===== src/rtl/axi_noc_vc_slave.sv =====
// AXI4 slave (no IDs, INCR) bridging PE writes to the packet generator and PE reads
// to per-VC RX FIFOs, with read-only per-VC occupancy CSRs and SLVERR on bad accesses.
module axi_noc_vc_slave #(
   parameter int N_VC = 3,
   parameter int DATA_W = 32,
   parameter int ADDR_W = 16,
   parameter int RX_DEPTH = 4,
   parameter logic [ADDR_W-1:0] WR_BASE = 'h1000,
   parameter logic [ADDR_W-1:0] RD_BASE = 'h2000,
   parameter logic [ADDR_W-1:0] CSR_BASE = 'h3000,
   localparam int VCW = (N_VC > 1) ? $clog2(N_VC) : 1
) (
   input  logic              clk_i,
   input  logic              arst_i,
   input  logic              awvalid_i,
   output logic              awready_o,
   input  logic [ADDR_W-1:0] awaddr_i,
   input  logic [7:0]        awlen_i,
   input  logic              wvalid_i,
   output logic              wready_o,
   input  logic [DATA_W-1:0] wdata_i,
   input  logic              wlast_i,
   output logic              bvalid_o,
   input  logic              bready_i,
   output logic [1:0]        bresp_o,
   input  logic              arvalid_i,
   output logic              arready_o,
   input  logic [ADDR_W-1:0] araddr_i,
   input  logic [7:0]        arlen_i,
   output logic              rvalid_o,
   input  logic              rready_i,
   output logic [DATA_W-1:0] rdata_o,
   output logic [1:0]        rresp_o,
   output logic              rlast_o,
   output logic              tx_valid_o,
   input  logic              tx_ready_i,
   output logic [VCW-1:0]    tx_vc_o,
   output logic [DATA_W-1:0] tx_data_o,
   output logic              tx_head_o,
   output logic              tx_tail_o,
   output logic [8:0]        tx_pkt_sz_o,
   input  logic              rx_valid_i,
   output logic              rx_ready_o,
   input  logic [VCW-1:0]    rx_vc_i,
   input  logic [DATA_W-1:0] rx_data_i
);
   // state | meaning
   // W_IDLE | waiting for AW
   // W_DATA | accepting W beats (forwarded to TX on a hit, dropped otherwise)
   // W_RESP | presenting B
   // R_IDLE | waiting for AR
   // R_DATA | presenting R beats until the rlast handshake
   localparam logic [1:0] W_IDLE = 2'd0;
   localparam logic [1:0] W_DATA = 2'd1;
   localparam logic [1:0] W_RESP = 2'd2;
   localparam logic [0:0] R_IDLE = 1'b0;
   localparam logic [0:0] R_DATA = 1'b1;

   localparam logic [1:0] REG_MISS = 2'd0;
   localparam logic [1:0] REG_TX = 2'd1;
   localparam logic [1:0] REG_RX = 2'd2;
   localparam logic [1:0] REG_CSR = 2'd3;
   localparam logic [1:0] OKAY = 2'b00;
   localparam logic [1:0] SLVERR = 2'b10;

   localparam int OCC_W = $clog2(RX_DEPTH + 1);
   localparam int PTR_W = $clog2(RX_DEPTH);
   localparam logic [ADDR_W-1:0] NVC_A = ADDR_W'(N_VC);
   localparam logic [OCC_W-1:0] FULL_CNT = OCC_W'(RX_DEPTH);

   // Each VC owns an 8-byte slot inside each of the three windows.
   function automatic logic [VCW+1:0] decode(input logic [ADDR_W-1:0] a);
      logic [ADDR_W-1:0] ow, orr, oc;
      logic [VCW+1:0] res;
      ow = a - WR_BASE;
      orr = a - RD_BASE;
      oc = a - CSR_BASE;
      res = {REG_MISS, {VCW{1'b0}}};
      if (a >= WR_BASE && (ow >> 3) < NVC_A) res = {REG_TX, ow[VCW+2:3]};
      else if (a >= RD_BASE && (orr >> 3) < NVC_A) res = {REG_RX, orr[VCW+2:3]};
      else if (a >= CSR_BASE && (oc >> 3) < NVC_A) res = {REG_CSR, oc[VCW+2:3]};
      return res;
   endfunction

   logic              live_q;
   logic [1:0]        w_state_q, w_state_d;
   logic [7:0]        w_len_q, w_len_d;
   logic [VCW-1:0]    w_vc_q, w_vc_d;
   logic              w_hit_q, w_hit_d;
   logic              w_err_q, w_err_d;
   logic [8:0]        w_beat_q, w_beat_d;
   logic [1:0]        bresp_q, bresp_d;
   logic              w_mis;
   logic [VCW+1:0]    aw_dec, ar_dec;

   logic [0:0]        r_state_q, r_state_d;
   logic [7:0]        r_len_q, r_len_d;
   logic [7:0]        r_beat_q, r_beat_d;
   logic [VCW-1:0]    r_vc_q, r_vc_d;
   logic [1:0]        r_reg_q, r_reg_d;
   logic [OCC_W-1:0]  csr_q, csr_d;

   logic [DATA_W-1:0] mem_q [N_VC][RX_DEPTH];
   logic [PTR_W-1:0]  wr_ptr_q [N_VC];
   logic [PTR_W-1:0]  rd_ptr_q [N_VC];
   logic [OCC_W-1:0]  cnt_q [N_VC];
   logic [N_VC-1:0]   push_vec, pop_vec;
   logic              push, pop, rx_vc_ok;

   assign aw_dec = decode(awaddr_i);
   assign ar_dec = decode(araddr_i);

   always_comb begin
      w_state_d = w_state_q;
      w_len_d = w_len_q;
      w_vc_d = w_vc_q;
      w_hit_d = w_hit_q;
      w_err_d = w_err_q;
      w_beat_d = w_beat_q;
      bresp_d = bresp_q;
      awready_o = live_q && (w_state_q == W_IDLE);
      wready_o = 1'b0;
      tx_valid_o = 1'b0;
      tx_vc_o = '0;
      tx_data_o = '0;
      tx_head_o = 1'b0;
      tx_tail_o = 1'b0;
      tx_pkt_sz_o = '0;
      bvalid_o = (w_state_q == W_RESP);
      bresp_o = bresp_q;
      // A length error is any beat where wlast disagrees with "this is beat awlen".
      w_mis = wlast_i != (w_beat_q == {1'b0, w_len_q});
      case (w_state_q)
         W_IDLE: begin
            if (awvalid_i && awready_o) begin
               w_state_d = W_DATA;
               w_len_d = awlen_i;
               w_vc_d = aw_dec[VCW-1:0];
               w_hit_d = (aw_dec[VCW+1:VCW] == REG_TX);
               w_err_d = (aw_dec[VCW+1:VCW] != REG_TX);
               w_beat_d = '0;
            end
         end
         W_DATA: begin
            if (w_hit_q) begin
               tx_valid_o = wvalid_i;
               wready_o = tx_ready_i;
               tx_vc_o = w_vc_q;
               tx_data_o = wdata_i;
               tx_head_o = (w_beat_q == '0);
               tx_tail_o = wlast_i;
               tx_pkt_sz_o = {1'b0, w_len_q} + 9'd1;
            end else begin
               wready_o = 1'b1;
            end
            if (wvalid_i && wready_o) begin
               if (~&w_beat_q) w_beat_d = w_beat_q + 9'd1;
               if (w_mis) w_err_d = 1'b1;
               if (wlast_i) begin
                  w_state_d = W_RESP;
                  bresp_d = (w_err_q || w_mis) ? SLVERR : OKAY;
               end
            end
         end
         W_RESP: begin
            if (bready_i) begin
               w_state_d = W_IDLE;
               bresp_d = OKAY;
            end
         end
         default: w_state_d = W_IDLE;
      endcase
   end

   always_comb begin
      r_state_d = r_state_q;
      r_len_d = r_len_q;
      r_beat_d = r_beat_q;
      r_vc_d = r_vc_q;
      r_reg_d = r_reg_q;
      csr_d = csr_q;
      arready_o = live_q && (r_state_q == R_IDLE);
      rvalid_o = 1'b0;
      rdata_o = '0;
      rresp_o = OKAY;
      rlast_o = 1'b0;
      if (r_state_q == R_IDLE) begin
         if (arvalid_i && arready_o) begin
            r_state_d = R_DATA;
            r_len_d = arlen_i;
            r_beat_d = '0;
            r_vc_d = ar_dec[VCW-1:0];
            r_reg_d = ar_dec[VCW+1:VCW];
            csr_d = cnt_q[ar_dec[VCW-1:0]];
         end
      end else begin
         rlast_o = (r_beat_q == r_len_q);
         case (r_reg_q)
            REG_RX: begin
               rvalid_o = (cnt_q[r_vc_q] != '0);
               rdata_o = mem_q[r_vc_q][rd_ptr_q[r_vc_q]];
            end
            // Occupancy is captured once per beat so it cannot change under a stalled beat.
            REG_CSR: begin
               rvalid_o = 1'b1;
               rdata_o = DATA_W'(csr_q);
            end
            default: begin
               rvalid_o = 1'b1;
               rresp_o = SLVERR;
            end
         endcase
         if (rvalid_o && rready_i) begin
            if (rlast_o) begin
               r_state_d = R_IDLE;
            end else begin
               r_beat_d = r_beat_q + 8'd1;
               csr_d = cnt_q[r_vc_q];
            end
         end
      end
   end

   assign rx_vc_ok = {1'b0, rx_vc_i} < (VCW+1)'(N_VC);
   assign rx_ready_o = live_q && rx_vc_ok && (cnt_q[rx_vc_i] != FULL_CNT);
   assign push = rx_valid_i && rx_ready_o;
   assign pop = (r_state_q == R_DATA) && (r_reg_q == REG_RX) && rvalid_o && rready_i;

   always_comb begin
      push_vec = '0;
      pop_vec = '0;
      for (int v = 0; v < N_VC; v++) begin
         push_vec[v] = push && (rx_vc_i == VCW'(v));
         pop_vec[v] = pop && (r_vc_q == VCW'(v));
      end
   end

   always_ff @(posedge clk_i or posedge arst_i) begin
      if (arst_i) begin
         live_q <= 1'b0;
         w_state_q <= W_IDLE;
         w_len_q <= '0;
         w_vc_q <= '0;
         w_hit_q <= 1'b0;
         w_err_q <= 1'b0;
         w_beat_q <= '0;
         bresp_q <= OKAY;
         r_state_q <= R_IDLE;
         r_len_q <= '0;
         r_beat_q <= '0;
         r_vc_q <= '0;
         r_reg_q <= REG_MISS;
         csr_q <= '0;
         for (int v = 0; v < N_VC; v++) begin
            wr_ptr_q[v] <= '0;
            rd_ptr_q[v] <= '0;
            cnt_q[v] <= '0;
         end
      end else begin
         live_q <= 1'b1;
         w_state_q <= w_state_d;
         w_len_q <= w_len_d;
         w_vc_q <= w_vc_d;
         w_hit_q <= w_hit_d;
         w_err_q <= w_err_d;
         w_beat_q <= w_beat_d;
         bresp_q <= bresp_d;
         r_state_q <= r_state_d;
         r_len_q <= r_len_d;
         r_beat_q <= r_beat_d;
         r_vc_q <= r_vc_d;
         r_reg_q <= r_reg_d;
         csr_q <= csr_d;
         for (int v = 0; v < N_VC; v++) begin
            if (push_vec[v]) wr_ptr_q[v] <= wr_ptr_q[v] + PTR_W'(1);
            if (pop_vec[v]) rd_ptr_q[v] <= rd_ptr_q[v] + PTR_W'(1);
            if (push_vec[v] && !pop_vec[v]) cnt_q[v] <= cnt_q[v] + OCC_W'(1);
            else if (!push_vec[v] && pop_vec[v]) cnt_q[v] <= cnt_q[v] - OCC_W'(1);
         end
      end
   end

   always_ff @(posedge clk_i) begin
      if (push) mem_q[rx_vc_i][wr_ptr_q[rx_vc_i]] <= rx_data_i;
   end

endmodule


===== config.mk =====
export PLATFORM = sky130hd
export DESIGN_NAME = axi_noc_vc_slave
export DESIGN_NICKNAME = d
export VERILOG_FILES = /design/src/rtl/axi_noc_vc_slave.sv
export SDC_FILE = /design/constraint.sdc
export NUM_CORES = 1
export LEC_CHECK = 0
export CAP_MARGIN = 20
export CORE_UTILIZATION = 57
export CTS_CLUSTER_SIZE = 40
export DETAILED_ROUTE_END_ITERATION = 8
export MAX_ROUTING_LAYER = met4
export PLACE_DENSITY = 0.85
export RECOVER_POWER = 50
export SETUP_SLACK_MARGIN = 0.15
export SYNTH_ARGS = -nofsm -noshare
export SYNTH_HDL_FRONTEND = slang
export SYNTH_SLANG_ARGS = --single-unit

===== constraint.sdc =====
create_clock -name clk_i -period 6.4 [get_ports clk_i]
set_clock_uncertainty 0.1 [all_clocks]
set_input_delay 0.96 -clock clk_i [delete_from_list [all_inputs] [get_ports clk_i]]
set_output_delay 0.96 -clock clk_i [all_outputs]
set_load 0.02 [all_outputs]

==> results_tabular.tex <==
\begin{tabular}{lr}
\hline
Metric & Value \\
\hline
\multicolumn{2}{l}{\textbf{Clock network}} \\
CTS Buf Count & between 40 and 50 \\
Clock H-tree levels & 2 \\
Root Buffer & sky130\_fd\_sc\_hd\_\_clkbuf\_16 \\
TritonCTS clock tree & done \\
Later-pin clock latency in the skew report & $\sim$0.55 ns \\
CTS Buffer Depth & 3 \\
Clock sinks & $\sim$450 \\
Quantity of hold-fixing buffers added after cts & 0 \\
Number of gates resized after cts & 0 \\
Setup Buffers After CTS & 0 \\
Reg clk slew, reported paths & $\sim$0.060 ns \\
\multicolumn{2}{l}{\textbf{Die}} \\
I/O pins & 213 \\
Row count & 67 \\
Starting utilization of the core area & between 50 and 60\% \\
Width of the die & about 190 um \\
Die outline height & roughly 190 um \\
Die area & $\sim$0.035 sq mm \\
Core area & around 0.034 sq mm \\
\multicolumn{2}{l}{\textbf{Critical path}} \\
CP endpoint kind & primary output \\
CP startpoint & r\_vc\_q[1]\$\_DFFE\_PP0P\_ \\
Worst r2r path cells & 13 \\
Critical Setup Path Class & flop to primary output \\
Start of the worst register-to-register path & r\_vc\_q[1]\$\_DFFE\_PP0P\_ \\
Register-to-Register Setup Slack & between 2 and 3 ns \\
Data required time at the worst endpoint & roughly 5.3 ns \\
Largest fanout on the critical path & $\sim$90 \\
FF-to-FF End & cnt\_q[8]\$\_DFFE\_PP0P\_ \\
Critical Path Source Type & flop \\
Critical path data arrival time & 4.51 ns \\
\multicolumn{2}{l}{\textbf{Min path}} \\
Min-Delay Startpoint & rd\_ptr\_q[3]\$\_DFFE\_PP0P\_ \\
Worst Hold Path Cells & 1 \\
End point of the worst hold path & rd\_ptr\_q[3]\$\_DFFE\_PP0P\_ \\
Worst min-delay path class & flop to flop \\
\multicolumn{2}{l}{\textbf{Synthesis}} \\
Post-synth EDFFs & between 300 and 400 \\
Async set or reset register ratio after synthesis & 15.4\% \\
Number of distinct standard cells referenced by the synthesized netlist & between 50 and 60 \\
Top area cells in the synthesized netlist & sky130\_fd\_sc\_hd\_\_edfxtp\_1 (59\%), sky130\_fd\_sc\_hd\_\_dfrtp\_1 (8.9\%), sky130\_fd\_sc\_hd\_\_mux2i\_1 (6.9\%), sky130\_fd\_sc\_hd\_\_nor2\_1 (3.1\%), sky130\_fd\_sc\_hd\_\_a21oi\_1 (2.7\%) \\
Number of cells produced by synthesis & 1,497 \\
Average instance area after synthesis & 13.1 sq um \\
Synthesized area & 0.0196 sq mm \\
Number of synthesized register bits & approximately 450 \\
Proportion of netlist area held by the largest area contributor & around 59\% \\
Cell type contributing the most total cell area after synthesis & sky130\_fd\_sc\_hd\_\_edfxtp\_1 \\
Ys flop type & sky130\_fd\_sc\_hd\_\_edfxtp\_1 \\
Warnings from Yosys & 0 \\
Sequential fraction of the synthesis area & 67.7\% \\
\multicolumn{2}{l}{\textbf{Routing}} \\
Total number of vias & 12.9k \\
Final routed DRC violation total & 0 \\
Final ANT Viol Nets & 0 \\
Drt first-iter violations & $\sim$910 \\
DRT Pass-1 Iters & 5 \\
Ratio of routed vias to standard cells & $\sim$6 \\
Wire length after detailed routing & 44,900 um \\
Detailed-route wire length per cell & between 20 and 25 um \\
\multicolumn{2}{l}{\textbf{Timing}} \\
Measured slew at the worst slew-check pin & about 3.7 ns \\
Minimum hold slack & around 0.37 ns \\
Max frequency & 180 MHz \\
Minimum clock period after layout & approximately 5.6 ns \\
Final slew viol count & between 70 and 80 \\
Sum Neg Setup Slack & 0 ns \\
Final hold violation count & 0 \\
Setup repair after global routing missed its margin & no \\
Portion of the clock cycle consumed by the worst path in the final layout & between 80\% and 90\% \\
Final setup violation count & 0 \\
Worst max-slew margin expressed relative to the limit & -149\% \\
\multicolumn{2}{l}{\textbf{Cells and area}} \\
Register Area & 0.0133 sq mm \\
Number of filler cells placed in the layout & between 2k and 2.5k \\
Number of non-filler instances in the completed layout & between 2k and 2.5k \\
Combined area of the multi-input logic cells & 0.00594 sq mm \\
Layout cells sized above 1 & approximately 7.3\% \\
Post-synthesis to final-layout area growth & 20.0\% \\
Layout net count & between 1.5k and 2k \\
Most common cell after layout, fill and taps aside & sky130\_fd\_sc\_hd\_\_edfxtp\_1 \\
Commonest cells after routing, fill and taps aside & sky130\_fd\_sc\_hd\_\_edfxtp\_1 (384), sky130\_fd\_sc\_hd\_\_clkdlybuf4s50\_1 (165), sky130\_fd\_sc\_hd\_\_nor2\_1 (160), sky130\_fd\_sc\_hd\_\_mux2i\_1 (135), sky130\_fd\_sc\_hd\_\_nand2\_1 (133) \\
Post-layout util & between 60\% and 70\% \\
\multicolumn{2}{l}{\textbf{Pwr}} \\
Maximum VDD drop & 0.000231 V \\
Total power divided by cell area & just under 300 mW/mm\^{}2 \\
Net switching power of the design & $\sim$1.7 mW \\
Combinational power share & 10.6\% \\
Static Leak & 7.99 nW \\
Clock Power Share & a little under two fifths \\
Internal power summed over all cells & 5.15 mW \\
Fraction of power consumed by sequential logic & between 50\% and 60\% \\
Sw Ratio & between 20\% and 30\% \\
\multicolumn{2}{l}{\textbf{Global routing}} \\
Via count of the first global-routing pass & around 13k \\
Wire length of the first global-routing pass & approximately 70,000 um \\
Initial antenna violation count & 7 \\
Gr usage total & between 20\% and 30\% \\
Maximum number of pins on one net before global-route repair & slightly above 100 \\
Overflow left after global routing & 0 \\
\multicolumn{2}{l}{\textbf{Placed design}} \\
Post-detailed-placement half-perimeter wirelength & about 25,000 um \\
GPL Wtd Cong & slightly below 0.9 \\
Instance count after placement with tap cells included & $\sim$2.1k \\
Number of port buffers & between 200 and 250 \\
\multicolumn{2}{l}{\textbf{Outcome}} \\
Outcome & complete, but fails checks \\
Violated checks & max-capacitance violations, max-slew violations \\
\multicolumn{2}{l}{\textbf{Job}} \\
Number of violations of the max-capacitance limit & 1 \\
\hline
\end{tabular}
-- logic make-up after synthesis --
group	after synthesis	synth area share (%)
flip-flops	454	67.7
multiplexers	145	7.47
XOR/XNOR	56	2.50
other	2	0.0383
adder cells (fa/ha/maj)	17	1.20
buffers and inverters	106	2.39
AND/OR/NAND/NOR	425	9.82
AO/OA/AOI/OAI	292	8.86
-- per-layer routing --
metal	track usage, %	wire length [um]	vias up
li1	-	-	5914
met1	33.3	18000	6362
met2	43.1	22400	537
met3	3.62	3120	105
met4	8.13	1300	0
met5	-	0	-
-- registers in the layout, indices dropped and copies added, names as in the netlist, 2 cells and up --
| signal | flops |
|---|---|
| cnt_q | 9 |
| csr_q | 3 |
| mem_q | 384 |
| r_beat_q | 8 |
| r_len_q | 8 |
| r_reg_q | 2 |
| r_vc_q | 2 |
| rd_ptr_q | 6 |
| w_beat_q | 9 |
| w_len_q | 8 |
| w_state_q | 2 |
| w_vc_q | 2 |
| wr_ptr_q | 6 |
-- area by class of cell --
| class | count | area share [%] |
|---|---|---|
| sequential | 454 | 56.5 |
| multi-input combinational | 938 | 25.2 |
| timing repair buffer | 233 | 9.68 |
| clock buffer | 53 | 4.95 |
| tap | 448 | 2.38 |
| clock inverter | 26 | 0.989 |
| inverter | 15 | 0.239 |
| antenna | 7 | 0.0744 |
-- power groups by stage --
stage | sequential, mW | clock [mW] | combinational (mW)
detailed placement | 3.64 | 0 | 0.713
global route | 3.61 | 2.66 | 0.801
CTS | 3.58 | 2.53 | 0.722
floorplan | 3.58 | 0 | 0.487
global placement | 3.63 | 0 | 0.681
finish | 3.58 | 2.52 | 0.722
-- critical path: stages (launching register included) --
cell                              delay [ns]
sky130_fd_sc_hd__dfrtp_4                0.44
sky130_fd_sc_hd__buf_4                  0.66
sky130_fd_sc_hd__mux2i_1                0.26
sky130_fd_sc_hd__nor2_1                 0.08
sky130_fd_sc_hd__a21oi_4                0.84
sky130_fd_sc_hd__buf_4                  0.39
sky130_fd_sc_hd__a211oi_1               0.08
sky130_fd_sc_hd__a211oi_1               0.47
sky130_fd_sc_hd__clkdlybuf4s50_1        0.71
-- synthesized netlist by cell type, types with 9 or more instances --
master and instances:
sky130_fd_sc_hd__mux2_2 10, sky130_fd_sc_hd__nor3_1 10, sky130_fd_sc_hd__inv_1 15, sky130_fd_sc_hd__nor2_1 164
sky130_fd_sc_hd__nand2_1 133, sky130_fd_sc_hd__o21ai_0 84, sky130_fd_sc_hd__nand3_1 21, sky130_fd_sc_hd__a211oi_1 61
sky130_fd_sc_hd__clkbuf_1 53, sky130_fd_sc_hd__and3_1 40, sky130_fd_sc_hd__xor2_1 29, sky130_fd_sc_hd__nor4_1 9
sky130_fd_sc_hd__buf_2 23, sky130_fd_sc_hd__dfrtp_1 70, sky130_fd_sc_hd__buf_4 9, sky130_fd_sc_hd__ha_1 14
sky130_fd_sc_hd__xnor2_1 27, sky130_fd_sc_hd__edfxtp_1 384, sky130_fd_sc_hd__a21oi_1 106, sky130_fd_sc_hd__mux2i_1 135
-- worst max path at each step --
stage	to	slack (ns)
floorplan	mem_q[0][0]$_DFFE_PP_	0.43
global placement	rdata_o[13]	1.59
detailed placement	rdata_o[23]	1.52
CTS	rdata_o[13]	0.87
global route	r_vc_q[1]$_DFFE_PP0P_	0.51
finish	rdata_o[13]	0.83
-- metrics by stage --
stage	total power, mW	area, sq um	setup slack, ns
after floorplan	4.06	19600	0.426
after CTS	6.84	23500	0.874
after global routing	7.07	23500	0.506
after detailed placement	4.35	22100	1.52
final	6.83	23500	0.831
after global placement	4.31	22100	1.59
(Power assumes the default switching activity.)
